<file path="src/rtl/id_ex_stage_pkg.sv">
// Shared types for the ID/EX stage: ALU opcodes, register-file geometry and
// the registered EX-side instruction record.
package id_ex_stage_pkg;

  localparam int DATA_W = 32;
  localparam int REG_W  = 5;
  localparam logic [REG_W-1:0] REG_ZERO = '0;

  typedef enum logic [4:0] {
    ALU_ADD = 5'd0,
    ALU_SUB = 5'd1,
    ALU_AND = 5'd2,
    ALU_OR  = 5'd3,
    ALU_SLL = 5'd4,
    ALU_SRA = 5'd5
  } alu_op_e;

  typedef struct packed {
    logic              valid;
    logic              we;
    logic              is_load;
    logic [REG_W-1:0]  rd;
    logic [4:0]        alu_op;
    logic [4:0]        shamt;
    logic [DATA_W-1:0] op_a;
    logic [DATA_W-1:0] op_b;
    logic [DATA_W-1:0] store;
  } ex_reg_t;

  // r0 is hardwired, so a producer targeting it never satisfies a consumer.
  function automatic logic reg_hit(input logic [REG_W-1:0] prod,
                                   input logic [REG_W-1:0] cons);
    return (prod != REG_ZERO) && (prod == cons);
  endfunction

  function automatic ex_reg_t ex_bubble();
    ex_reg_t b;
    b        = '0;
    b.alu_op = ALU_ADD;
    return b;
  endfunction

endpackage

</file>
<file path="src/rtl/id_ex_stage_if.sv">
// Decode-side, forwarding-network and ALU-side signals of the ID/EX stage.
// slave is the stage itself; master is whoever drives decode and observes EX.
interface id_ex_stage_if #(
  parameter int IMM_W = 17,
  parameter int CNT_W = 16
);
  // decode side
  logic              id_valid;
  logic [4:0]        id_alu_op;
  logic [4:0]        id_shamt;
  logic [4:0]        id_rs;
  logic [4:0]        id_rt;
  logic [4:0]        id_rd;
  logic [31:0]       id_rs_data;
  logic [31:0]       id_rt_data;
  logic [IMM_W-1:0]  id_imm;
  logic              id_use_imm;
  logic              id_uses_rt;
  logic              id_we;
  logic              id_is_load;
  // forwarding network
  logic [31:0]       ex_fwd_data;
  logic              mem_fwd_we;
  logic [4:0]        mem_fwd_rd;
  logic [31:0]       mem_fwd_data;
  logic              wb_we;
  logic [4:0]        wb_rd;
  logic [31:0]       wb_data;
  // pipeline control
  logic              flush;
  logic              ex_hold;
  logic              stall_out;
  // EX side
  logic [31:0]       data_operandA;
  logic [31:0]       data_operandB;
  logic [4:0]        ctrl_ALUopcode;
  logic [4:0]        ctrl_shiftamt;
  logic [31:0]       ex_store_data;
  logic              ex_valid;
  logic              ex_we;
  logic              ex_is_load;
  logic [4:0]        ex_rd;
  logic [CNT_W-1:0]  bubble_count;

  modport slave (
    input  id_valid, id_alu_op, id_shamt, id_rs, id_rt, id_rd,
           id_rs_data, id_rt_data, id_imm, id_use_imm, id_uses_rt,
           id_we, id_is_load,
           ex_fwd_data, mem_fwd_we, mem_fwd_rd, mem_fwd_data,
           wb_we, wb_rd, wb_data,
           flush, ex_hold,
    output stall_out,
           data_operandA, data_operandB, ctrl_ALUopcode, ctrl_shiftamt,
           ex_store_data, ex_valid, ex_we, ex_is_load, ex_rd, bubble_count
  );

  modport master (
    output id_valid, id_alu_op, id_shamt, id_rs, id_rt, id_rd,
           id_rs_data, id_rt_data, id_imm, id_use_imm, id_uses_rt,
           id_we, id_is_load,
           ex_fwd_data, mem_fwd_we, mem_fwd_rd, mem_fwd_data,
           wb_we, wb_rd, wb_data,
           flush, ex_hold,
    input  stall_out,
           data_operandA, data_operandB, ctrl_ALUopcode, ctrl_shiftamt,
           ex_store_data, ex_valid, ex_we, ex_is_load, ex_rd, bubble_count
  );

endinterface

</file>
<file path="src/rtl/id_ex_stage_fwd_select.sv">
// Per-operand forwarding mux: EX > MEM > WB > register file, r0 reads zero.
// Purely combinational, no backpressure.
module fwd_select
  import id_ex_stage_pkg::*;
(
  input  logic [REG_W-1:0]  src_reg,
  input  logic              fwd_en,
  input  logic [DATA_W-1:0] rf_data,
  input  logic              ex_vld,
  input  logic [REG_W-1:0]  ex_rd,
  input  logic [DATA_W-1:0] ex_data,
  input  logic              mem_we,
  input  logic [REG_W-1:0]  mem_rd,
  input  logic [DATA_W-1:0] mem_data,
  input  logic              wb_we,
  input  logic [REG_W-1:0]  wb_rd,
  input  logic [DATA_W-1:0] wb_data,
  output logic [DATA_W-1:0] src_data
);

  always_comb begin
    src_data = rf_data;
    if (src_reg == REG_ZERO) begin
      src_data = '0;
    end else if (fwd_en) begin
      if (ex_vld && reg_hit(ex_rd, src_reg)) begin
        src_data = ex_data;
      end else if (mem_we && reg_hit(mem_rd, src_reg)) begin
        src_data = mem_data;
      end else if (wb_we && reg_hit(wb_rd, src_reg)) begin
        src_data = wb_data;
      end
    end
  end

endmodule

</file>
<file path="src/rtl/id_ex_stage.sv">
// ID/EX register with capture-time forwarding and load-use bubble insertion; 1-cycle latency.
// flush > ex_hold (freeze) > load-use (bubble) > capture; stall_out is combinational.
module id_ex_stage
  import id_ex_stage_pkg::*;
#(
  parameter int IMM_W = 17,
  parameter int CNT_W = 16
) (
  input  logic          clock,
  input  logic          reset,
  id_ex_stage_if.slave  bus
);

  ex_reg_t           ex_q;
  ex_reg_t           ex_d;
  ex_reg_t           ex_capture;
  logic [CNT_W-1:0]  bubble_count_q;
  logic [CNT_W-1:0]  bubble_count_d;

  logic              luse;
  logic              ex_fwd_vld;
  logic [DATA_W-1:0] rs_fwd;
  logic [DATA_W-1:0] rt_fwd;
  logic [DATA_W-1:0] imm_ext;

  // A load in EX has no result yet; it is picked up from MEM after the bubble.
  assign ex_fwd_vld = ex_q.valid & ex_q.we & ~ex_q.is_load;

  assign luse = bus.id_valid & ex_q.valid & ex_q.is_load &
                (reg_hit(ex_q.rd, bus.id_rs) |
                 (bus.id_uses_rt & reg_hit(ex_q.rd, bus.id_rt)));

  assign bus.stall_out = ~reset & (luse | bus.ex_hold);

  assign imm_ext = {{(DATA_W-IMM_W){bus.id_imm[IMM_W-1]}}, bus.id_imm};

  fwd_select u_fwd_rs (
    .src_reg  (bus.id_rs),
    .fwd_en   (1'b1),
    .rf_data  (bus.id_rs_data),
    .ex_vld   (ex_fwd_vld),
    .ex_rd    (ex_q.rd),
    .ex_data  (bus.ex_fwd_data),
    .mem_we   (bus.mem_fwd_we),
    .mem_rd   (bus.mem_fwd_rd),
    .mem_data (bus.mem_fwd_data),
    .wb_we    (bus.wb_we),
    .wb_rd    (bus.wb_rd),
    .wb_data  (bus.wb_data),
    .src_data (rs_fwd)
  );

  fwd_select u_fwd_rt (
    .src_reg  (bus.id_rt),
    .fwd_en   (bus.id_uses_rt),
    .rf_data  (bus.id_rt_data),
    .ex_vld   (ex_fwd_vld),
    .ex_rd    (ex_q.rd),
    .ex_data  (bus.ex_fwd_data),
    .mem_we   (bus.mem_fwd_we),
    .mem_rd   (bus.mem_fwd_rd),
    .mem_data (bus.mem_fwd_data),
    .wb_we    (bus.wb_we),
    .wb_rd    (bus.wb_rd),
    .wb_data  (bus.wb_data),
    .src_data (rt_fwd)
  );

  always_comb begin
    ex_capture = ex_bubble();
    if (bus.id_valid) begin
      ex_capture.valid   = 1'b1;
      ex_capture.we      = bus.id_we;
      ex_capture.is_load = bus.id_is_load;
      ex_capture.rd      = bus.id_rd;
      ex_capture.alu_op  = bus.id_alu_op;
      ex_capture.shamt   = bus.id_shamt;
      ex_capture.op_a    = rs_fwd;
      ex_capture.op_b    = bus.id_use_imm ? imm_ext : rt_fwd;
      ex_capture.store   = rt_fwd;
    end
  end

  always_comb begin
    ex_d           = ex_q;
    bubble_count_d = bubble_count_q;
    if (bus.flush) begin
      ex_d = ex_bubble();
    end else if (!bus.ex_hold) begin
      if (luse) begin
        ex_d = ex_bubble();
        if (bubble_count_q != '1) begin
          bubble_count_d = bubble_count_q + CNT_W'(1);
        end
      end else begin
        ex_d = ex_capture;
      end
    end
  end

  always_ff @(posedge clock or posedge reset) begin
    if (reset) begin
      ex_q           <= '0;
      bubble_count_q <= '0;
    end else begin
      ex_q           <= ex_d;
      bubble_count_q <= bubble_count_d;
    end
  end

  assign bus.data_operandA  = ex_q.op_a;
  assign bus.data_operandB  = ex_q.op_b;
  assign bus.ctrl_ALUopcode = ex_q.alu_op;
  assign bus.ctrl_shiftamt  = ex_q.shamt;
  assign bus.ex_store_data  = ex_q.store;
  assign bus.ex_valid       = ex_q.valid;
  assign bus.ex_we          = ex_q.we;
  assign bus.ex_is_load     = ex_q.is_load;
  assign bus.ex_rd          = ex_q.rd;
  assign bus.bubble_count   = bubble_count_q;

endmodule

</file>
<file path="src/flat_wrapper.sv">
// flat-port wrapper written by rule: the top's interface ports become plain ports
module id_ex_stage_flat import id_ex_stage_pkg::*;
#(
  parameter int IMM_W = 17,
  parameter int CNT_W = 16
)
  (clock, reset, bus_id_valid, bus_id_alu_op, bus_id_shamt, bus_id_rs, bus_id_rt, bus_id_rd, bus_id_rs_data, bus_id_rt_data, bus_id_imm, bus_id_use_imm, bus_id_uses_rt, bus_id_we, bus_id_is_load, bus_ex_fwd_data, bus_mem_fwd_we, bus_mem_fwd_rd, bus_mem_fwd_data, bus_wb_we, bus_wb_rd, bus_wb_data, bus_flush, bus_ex_hold, bus_stall_out, bus_data_operandA, bus_data_operandB, bus_ctrl_ALUopcode, bus_ctrl_shiftamt, bus_ex_store_data, bus_ex_valid, bus_ex_we, bus_ex_is_load, bus_ex_rd, bus_bubble_count);
  id_ex_stage_if #(.IMM_W(IMM_W), .CNT_W(CNT_W)) bus_i ();
  input  logic clock;
  input  logic reset;
  input wire logic [$bits(bus_i.id_valid)-1:0] bus_id_valid;
  input wire logic [$bits(bus_i.id_alu_op)-1:0] bus_id_alu_op;
  input wire logic [$bits(bus_i.id_shamt)-1:0] bus_id_shamt;
  input wire logic [$bits(bus_i.id_rs)-1:0] bus_id_rs;
  input wire logic [$bits(bus_i.id_rt)-1:0] bus_id_rt;
  input wire logic [$bits(bus_i.id_rd)-1:0] bus_id_rd;
  input wire logic [$bits(bus_i.id_rs_data)-1:0] bus_id_rs_data;
  input wire logic [$bits(bus_i.id_rt_data)-1:0] bus_id_rt_data;
  input wire logic [$bits(bus_i.id_imm)-1:0] bus_id_imm;
  input wire logic [$bits(bus_i.id_use_imm)-1:0] bus_id_use_imm;
  input wire logic [$bits(bus_i.id_uses_rt)-1:0] bus_id_uses_rt;
  input wire logic [$bits(bus_i.id_we)-1:0] bus_id_we;
  input wire logic [$bits(bus_i.id_is_load)-1:0] bus_id_is_load;
  input wire logic [$bits(bus_i.ex_fwd_data)-1:0] bus_ex_fwd_data;
  input wire logic [$bits(bus_i.mem_fwd_we)-1:0] bus_mem_fwd_we;
  input wire logic [$bits(bus_i.mem_fwd_rd)-1:0] bus_mem_fwd_rd;
  input wire logic [$bits(bus_i.mem_fwd_data)-1:0] bus_mem_fwd_data;
  input wire logic [$bits(bus_i.wb_we)-1:0] bus_wb_we;
  input wire logic [$bits(bus_i.wb_rd)-1:0] bus_wb_rd;
  input wire logic [$bits(bus_i.wb_data)-1:0] bus_wb_data;
  input wire logic [$bits(bus_i.flush)-1:0] bus_flush;
  input wire logic [$bits(bus_i.ex_hold)-1:0] bus_ex_hold;
  output wire logic [$bits(bus_i.stall_out)-1:0] bus_stall_out;
  output wire logic [$bits(bus_i.data_operandA)-1:0] bus_data_operandA;
  output wire logic [$bits(bus_i.data_operandB)-1:0] bus_data_operandB;
  output wire logic [$bits(bus_i.ctrl_ALUopcode)-1:0] bus_ctrl_ALUopcode;
  output wire logic [$bits(bus_i.ctrl_shiftamt)-1:0] bus_ctrl_shiftamt;
  output wire logic [$bits(bus_i.ex_store_data)-1:0] bus_ex_store_data;
  output wire logic [$bits(bus_i.ex_valid)-1:0] bus_ex_valid;
  output wire logic [$bits(bus_i.ex_we)-1:0] bus_ex_we;
  output wire logic [$bits(bus_i.ex_is_load)-1:0] bus_ex_is_load;
  output wire logic [$bits(bus_i.ex_rd)-1:0] bus_ex_rd;
  output wire logic [$bits(bus_i.bubble_count)-1:0] bus_bubble_count;
  assign bus_i.id_valid = bus_id_valid;
  assign bus_i.id_alu_op = bus_id_alu_op;
  assign bus_i.id_shamt = bus_id_shamt;
  assign bus_i.id_rs = bus_id_rs;
  assign bus_i.id_rt = bus_id_rt;
  assign bus_i.id_rd = bus_id_rd;
  assign bus_i.id_rs_data = bus_id_rs_data;
  assign bus_i.id_rt_data = bus_id_rt_data;
  assign bus_i.id_imm = bus_id_imm;
  assign bus_i.id_use_imm = bus_id_use_imm;
  assign bus_i.id_uses_rt = bus_id_uses_rt;
  assign bus_i.id_we = bus_id_we;
  assign bus_i.id_is_load = bus_id_is_load;
  assign bus_i.ex_fwd_data = bus_ex_fwd_data;
  assign bus_i.mem_fwd_we = bus_mem_fwd_we;
  assign bus_i.mem_fwd_rd = bus_mem_fwd_rd;
  assign bus_i.mem_fwd_data = bus_mem_fwd_data;
  assign bus_i.wb_we = bus_wb_we;
  assign bus_i.wb_rd = bus_wb_rd;
  assign bus_i.wb_data = bus_wb_data;
  assign bus_i.flush = bus_flush;
  assign bus_i.ex_hold = bus_ex_hold;
  assign bus_stall_out = bus_i.stall_out;
  assign bus_data_operandA = bus_i.data_operandA;
  assign bus_data_operandB = bus_i.data_operandB;
  assign bus_ctrl_ALUopcode = bus_i.ctrl_ALUopcode;
  assign bus_ctrl_shiftamt = bus_i.ctrl_shiftamt;
  assign bus_ex_store_data = bus_i.ex_store_data;
  assign bus_ex_valid = bus_i.ex_valid;
  assign bus_ex_we = bus_i.ex_we;
  assign bus_ex_is_load = bus_i.ex_is_load;
  assign bus_ex_rd = bus_i.ex_rd;
  assign bus_bubble_count = bus_i.bubble_count;
  id_ex_stage #(.IMM_W(IMM_W), .CNT_W(CNT_W)) u_core (.clock(clock), .reset(reset), .bus(bus_i));
endmodule
</file>
<file path="config.mk">
export PLATFORM = sky130hd
export DESIGN_NAME = id_ex_stage_flat
export DESIGN_NICKNAME = d
export VERILOG_FILES = /design/src/rtl/id_ex_stage_pkg.sv /design/src/rtl/id_ex_stage_if.sv /design/src/rtl/id_ex_stage_fwd_select.sv /design/src/rtl/id_ex_stage.sv /design/src/flat_wrapper.sv
export SDC_FILE = /design/constraint.sdc
export NUM_CORES = 1
export LEC_CHECK = 0
export BUFFER_PORTS_ARGS = -buffer_cell sky130_fd_sc_hd__buf_2
export CELL_PAD_IN_SITES_DETAIL_PLACEMENT = 1
export CELL_PAD_IN_SITES_GLOBAL_PLACEMENT = 2
export CORE_ASPECT_RATIO = 1.4
export CORE_MARGIN = 4
export CORE_UTILIZATION = 30
export DETAILED_ROUTE_END_ITERATION = 7
export GPL_TIMING_DRIVEN = 0
export PLACE_DENSITY_LB_ADDON = 0.25
export RECOVER_POWER = 25
export SYNTH_ARGS = -nofsm -noshare
export SYNTH_HDL_FRONTEND = slang
export SYNTH_SLANG_ARGS = --single-unit
</file>
<file path="constraint.sdc">
create_clock -name clock -period 8.19 [get_ports clock]
set_input_delay 0.819 -clock clock [delete_from_list [all_inputs] [get_ports clock]]
set_output_delay 0.819 -clock clock [all_outputs]
set_load 0.01 [all_outputs]
</file>
==> results by group, run 1 <==
Layout
  • Fill cell count: approximately 3200
  • Share of layout cells above drive strength 1: between 30% and 40%
  • Synthesis-to-layout area growth: 35.3%
  • Most common cell after layout, fill and taps aside: buf_2
  • Area occupied by multi-input gates: about 4400 um2
  • Layout Cells excl Fill: approximately 1600
  • Register area: around 3300 um2
  • Final-stage net count: ~1400
  • Final Cell Area: roughly 11000 um2
  • Most frequent cells in the layout: buf_2 (364), dfrtp_1 (130), o21ai_0 (87), clkbuf_1 (66), a221oi_1 (64)
  • Fin util: between 40 and 50%

Logic synthesis
  • Yosys cell types: 47
  • Mapped Cells: 846
  • YS warnings: 0
  • Syn Std Cell Area: between 8000 and 9000 um2
  • Syn Area/Cell: roughly 9.5 um2
  • Post-Syn Nets: between 1000 and 1500
  • #FFs+latches synth: 130
  • Sequential cell area fraction in the yosys report: ~40%

STA
  • Relative slew slack: -60.8%
  • Fmax: between 200 and 300 MHz
  • Final setup fails: 0
  • Setup Skew: approximately 0.014 ns
  • RSZ-0062 raised after global routing: no
  • Final hold vios: 0
  • Final critical-path required period: roughly 3.4 ns
  • Setup TNS: 0 ns
  • Period utilisation layout: between 40% and 50%
  • Worst Slack Setup Final: roughly 4.8 ns
  • Slew Limit Fails: 52
  • Hold_ws: roughly 0.48 ns
  • Slew @ Worst Pin: 2.40 ns

Place
  • HPWL after DPL: 31500 um
  • GP Congestion: a little under 0.9
  • PortBufs: 352
  • Post-Place Setup Slack: about 4.6 ns
  • Placed Instance Area: 10200 um2
  • DP Cell Count: approximately 1500

Drt
  • Starting DRC count in detailed routing: 460
  • Routed len/inst: between 20 and 30 um
  • Router iterations before antenna repair: 4
  • Drt total wl: about 40000 um
  • DR DRC count: 0
  • Top Layer Used: met5
  • Vias/cell: approximately 6
  • DR WL met3: between 2000 and 2500 um
  • DRT met1 WL: between 15000 and 20000 um
  • Vias after detailed routing: a little over 9000
  • Metal2 WL: between 20000 and 25000 um
  • ANT nets after route: 0

Worst setup path
  • Worst R2R Path Depth: 8
  • Critical Path Start: bus_id_rt[3]
  • R2R Setup Slk: about 5.2 ns
  • FF-to-FF Start: u_core.bus.ex_rd[3]
  • Reg2reg end: u_core.bus.data_operandB[18]
  • Setup crit start kind: input pin
  • Worst EP arrival: about 2.6 ns
  • CP Data Required Time: 7.37 ns
  • Critical path endpoint category: output pin
  • CP max FO: 10
  • Worst setup path class: in2out

Global route
  • Gr usage total: 27.1%
  • Total grt overflow: 0
  • Antenna violations before repair: 16
  • Pin count of the biggest net entering global routing: 80
  • Number of global-route vias before repair: 9879
  • Global-route wire length before repair: between 60000 and 70000 um

Floorplan
  • Die height: 201 um
  • Initial Util: between 30% and 40%
  • Die W: 146 um
  • Total Die Area: approximately 29000 um2
  • Rows: 70
  • Core area: between 20000 and 30000 um2
  • Io pins: roughly 350

Job
  • Max-cap violation count: 1

Clocking
  • H-tree Lvls: 4
  • Clock Sinks: 130
  • Setup Buffers After CTS: 0
  • Clock Path Buffers: 2
  • Clk root buf: clkbuf_16
  • Skew-Pair Late Insertion Delay: 0.44 ns
  • Resize count post-CTS: 0
  • Hold_buf cts: 0
  • Worst-path clk slew: around 0.060 ns
  • Total CTS buffers: 17
  • CTS tree: built

Pwr
  • Power per cell area: about 170 nW/um2
  • Pwr Total: between 1.5 and 2 mW
  • Leak pwr: between 5 and 6 nW
  • Worst VDD drop: about 140 uV

Run status
  • Failing checks: capacitance limit, slew limit
  • Status: complete, but fails checks

Min path
  • Hold WC Path Type: reg2reg
  • Worst hold path stage count: 2
  • Worst Hold Path EP: u_core.bus.data_operandA[23]
  • Hold Startpoint: u_core.bus.data_operandA[23]
## how the worst max path moves through the flow
stage	to	cells after the start
global placement	u_core.bus.data_operandA[13]	2
finish	bus_stall_out	9
global route	bus_stall_out	8
CTS	bus_stall_out	9
detailed placement	u_core.bus.data_operandA[22]	8
floorplan	u_core.bus.bubble_count[0]	1
## sequential cells by signal, summed over array words and instances (netlist names)
register                   flops
u_core.bus.ex_valid            1
u_core.bus.ex_rd               5
u_core.bus.bubble_count       16
u_core.bus.ex_store_data      32
u_core.bus.ctrl_shiftamt       5
u_core.bus.ctrl_ALUopcode      5
u_core.bus.ex_we               1
u_core.bus.ex_is_load          1
u_core.bus.data_operandA      32
u_core.bus.data_operandB      32
## cells in the mapped netlist (all sizes together)
cell / n / area share (%)
xnor2: 20 / 2.2
clkbuf: 63 / 3.0
nor4: 6 / 0.66
buf: 18 / 1.6
o211ai: 18 / 1.7
ha: 1 / 0.16
xor2: 25 / 2.7
o21ai: 97 / 6.1
dfrtp: 130 / 41
a221oi: 64 / 7.0
a21o: 1 / 0.094
and3: 2 / 0.16
nor4b: 2 / 0.22
and4b: 1 / 0.12
and4: 1 / 0.11
o2111a: 1 / 0.14
nand3: 25 / 1.6
a32o: 16 / 2.0
nor3: 23 / 1.4
or4b: 1 / 0.12
mux2: 1 / 0.14
o2111ai: 1 / 0.11
and2: 33 / 2.6
nand2b: 17 / 1.3
nand2: 57 / 2.7
a22oi: 32 / 3.9
a2bb2oi: 48 / 5.2
nor2b: 1 / 0.078
nand4: 7 / 0.55
a22o: 49 / 5.4
a211o: 1 / 0.11
o211a: 1 / 0.12
o221ai: 16 / 1.7
inv: 7 / 0.33
a21oi: 3 / 0.23
or4: 7 / 0.70
nor2: 30 / 1.4
or2: 3 / 0.23
o31ai: 17 / 1.6
## final cells by class
| type | instances | share of cell area, % |
|---|---|---|
| Inverter | 7 | 0.254 |
| Buffer | 81 | 3.39 |
| Antenna cell | 11 | 0.254 |
| Multi-Input combinational cell | 628 | 40.3 |
| Sequential cell | 130 | 30.0 |
| Clock buffer | 23 | 4.41 |
| Timing Repair Buffer | 353 | 16.5 |
| Tap cell | 324 | 3.74 |
| Clock inverter | 9 | 1.19 |
## logic make-up (layout without fill, tap and decap cells)
logic type | after synthesis | count (layout) | share of synthesized area (%)
AO/OA/AOI/OAI | 365 | 365 | 35.4
AND/OR/NAND/NOR | 216 | 216 | 13.9
flip-flops | 130 | 130 | 40.6
buffers and inverters | 88 | 473 | 4.92
XOR/XNOR | 45 | 45 | 4.92
adder cells (fa/ha/maj) | 1 | 1 | 0.156
multiplexers | 1 | 1 | 0.140
other | 0 | 11 | 0
## power breakdown
part           internal [mW]  total, mW  switching [mW]
clock                  0.502      0.810           0.308
combinational          0.140      0.333           0.193
sequential             0.667      0.684          0.0167
total                   1.31       1.83           0.518
## critical path, stage by stage
cell,delay (ns)
buf_2,0.14
xor2_1,0.17
nor4_4,0.38
nand3_1,0.13
a211o_1,0.32
buf_2,0.19
buf_6,0.17
a21oi_1,0.14
buf_2,0.14
## layer usage
layer | vias up | track usage, %
met5 | - | 0
met4 | 12 | 10.2
met3 | 79 | 5.81
met2 | 380 | 46.9
met1 | 4611 | 32.8
li1 | 4071 | -
No activity file was read; power rests on OpenSTA's default activity.
==> run 2, diff against run 1 <==
- CORE_UTILIZATION: 30 -> 25
- clock period: 8.19 -> 2.9 ns (I/O delays scaled with it)
==> run 2 against run 1 <==
The run now ends clean. Sequential power rose to 2.8 times the previous value. First-iteration DRC count rose by 20%. Clock skew fell by 0.0039 ns. Clock power rose to 2.7 times the previous value. Worst hold slack got worse by 0.41 ns. Die area rose by 19%. Wire length rose by 5.6%. Sequential cell count did not move. Setup slack got worse by 4.7 ns. Critical path type is now reg2reg.
==> results by group, run 2 (synthesis gave the netlist of run 1 again) <==
Run status
  • Status: complete, no violations

STA
  • Final critical-path required period: 2.81 ns
  • Slew Limit Fails: 0 (-100%)
  • Period utilisation layout: between 90% and 100%
  • Setup TNS: 0 ns (unchanged)
  • Final hold vios: 0 (unchanged)
  • Fmax: 355 MHz
  • RSZ-0062 raised after global routing: no
  • Relative slew slack: 6.52% (+67 points)
  • Slew @ Worst Pin: 1.40 ns (-0.999 ns)
  • Final setup fails: 0 (unchanged)
  • Setup Skew: 0.0104 ns (-0.00393 ns)

Drt
  • DR DRC count: 0 (unchanged)
  • ANT nets after route: 0 (unchanged)
  • Vias/cell: 5.53 (-5.3%)
  • Router iterations before antenna repair: 4 (unchanged)
  • Drt total wl: 43000 um (+5.6%)
  • Routed len/inst: 26.1 um (+0.48%)
  • Vias after detailed routing: 9110 (-0.47%)
  • Starting DRC count in detailed routing: 552 (+20%)

Min path
  • Hold Startpoint: bus_id_rd[3]
  • Hold WC Path Type: in2reg

Floorplan
  • Io pins: 354 (unchanged)
  • Die height: 220 um (+9.2%)
  • Initial Util: 25.4% (-5.1 points)
  • Core area: 31600 um2 (+20%)
  • Die W: 159 um (+9.0%)
  • Total Die Area: 35000 um2 (+19%)
  • Rows: 77 (+10%)

Layout
  • Share of layout cells above drive strength 1: 33.8% (-0.52 points)
  • Most common cell after layout, fill and taps aside: buf_2
  • Fin util: 34.8% (-6.5 points)
  • Most frequent cells in the layout: buf_2 (342), dfrtp_1 (127), o21ai_0 (86), clkbuf_1 (81), a221oi_1 (64)
  • Final-stage net count: 1453 (+0.76%)
  • Synthesis-to-layout area growth: 37.0%
  • Fill cell count: 3822 (+20%)

Pwr
  • Leak pwr: 5.24 nW (-0.61%)
  • Power per cell area: 458 nW/um2 (+170%)
  • Worst VDD drop: 358 uV (+160%)

Global route
  • Pin count of the biggest net entering global routing: 38 (-53%)
  • GR Util met2: 43.4% (-3.5 points)
  • GR peak layer: met2
  • Number of global-route vias before repair: 9730 (-1.5%)
  • Gr usage total: 24.1% (-3.0 points)
  • Antenna violations before repair: 15 (-1)
  • Met1 GRT Util: 28.4% (-4.4 points)
  • Total grt overflow: 0 (unchanged)
  • Global-route wire length before repair: 63300 um (+4.1%)
  • Met3 Track Usage GR: 5.59% (-0.22 points)

Worst setup path
  • Critical path endpoint category: flip-flop
  • CP max FO: 10 (unchanged)
  • CP Data Required Time: 3.27 ns (-4.10 ns)
  • Critical Path Start: u_core.bus.ex_rd[2]
  • Setup crit start kind: flip-flop
  • Worst EP arrival: 3.18 ns (+0.58 ns)
  • Worst setup path class: reg2reg
  • FF-to-FF Start: u_core.bus.ex_rd[2]

Clocking
  • Clk root buf: clkbuf_16
  • Total CTS buffers: 17 (unchanged)
  • H-tree Lvls: 4 (unchanged)
  • Skew-Pair Late Insertion Delay: 0.44 ns (about the same)
  • CTS tree: built
  • Clock Path Buffers: 2 (unchanged)
  • Worst-path clk slew: 0.07 ns (about the same)
  • Clock Sinks: 130 (unchanged)

Place
  • PortBufs: 352 (unchanged)
  • HPWL after DPL: 33500 um (+6.3%)
  • GP Congestion: 0.867 (-2.3%)

Job
  • Max-cap violation count: 0 (-1)
==> run 2: metrics by stage <==
step	worst slack, ns	hold WS (ns)	instance area (um2)	instances	power, mW
6_report	0.0860	0.0678	11000	1646	5.03
5_1_grt	0.00332	0.0462	11000	1644	5.28
4_1_cts	0.0751	0.0413	10900	1630	5.10
3_3_place_gp	-0.152	0.458	10300	1593	2.90
3_5_place_dp	-0.188	0.358	10400	1597	2.92
2_1_floorplan	0.552	0.423	8020	846	2.43
==> run 2: per-layer routing <==
layer | up-vias | wire [um]
met4 | 14 | 939
li1 | 4106 | -
met5 | - | 79
met1 | 4608 | 17600
met3 | 68 | 2220
met2 | 314 | 22200
==> run 2: where the power goes <==
| part | switching (mW) | internal, mW |
|---|---|---|
| clock network | 0.900 | 1.25 |
| registers | 0.0481 | 1.88 |
| logic | 0.554 | 0.400 |
==> run 2: area by class of cell <==
type	instances	area, um2	share of cell area, %
antenna	10	25.0	0.228
buffer	81	377	3.43
clock buffer	20	467	4.25
clock inverter	11	105	0.957
inverter	7	27.5	0.251
multi-input combinational	628	4370	39.8
sequential	130	3260	29.7
tap	395	494	4.50
timing repair buffer	364	1860	16.9
==> run 2: final timing paths <==
path | to | slack, ns | cells after the start
min in group asynchronous | u_core.bus.bubble_count[10] | 0.54 | 3
max in group asynchronous | u_core.bus.ex_rd[0] | 0.49 | 4
worst max-delay path | u_core.bus.data_operandB[4] | 0.09 | 7
worst max register to register | u_core.bus.data_operandB[4] | 0.09 | 7
worst min-delay path | u_core.bus.ex_rd[3] | 0.07 | 2
worst min register to register | u_core.bus.data_operandA[24] | 0.48 | 2
==> run 2: what timing repair did <==
| item | in CTS | in global routing |
|---|---|---|
| pin swaps | 1 | 2 |
| endpoints found under the setup margin | 26 | 52 |
| hold buffers | 1 | 0 |
| gates resized for setup | 4 | 6 |
| endpoints found under the hold margin | 18 | 0 |
| buffers inserted | 1 | 6 |
==> run 2: critical path, cell delays in order (launching register included) <==
cell	delay (ns)
dfrtp_1	0.48
or4_4	0.56
o2111a_1	0.29
a21oi_2	0.37
clkbuf_4	0.33
o221ai_1	0.17
o211ai_1	0.32
a32o_1	0.21
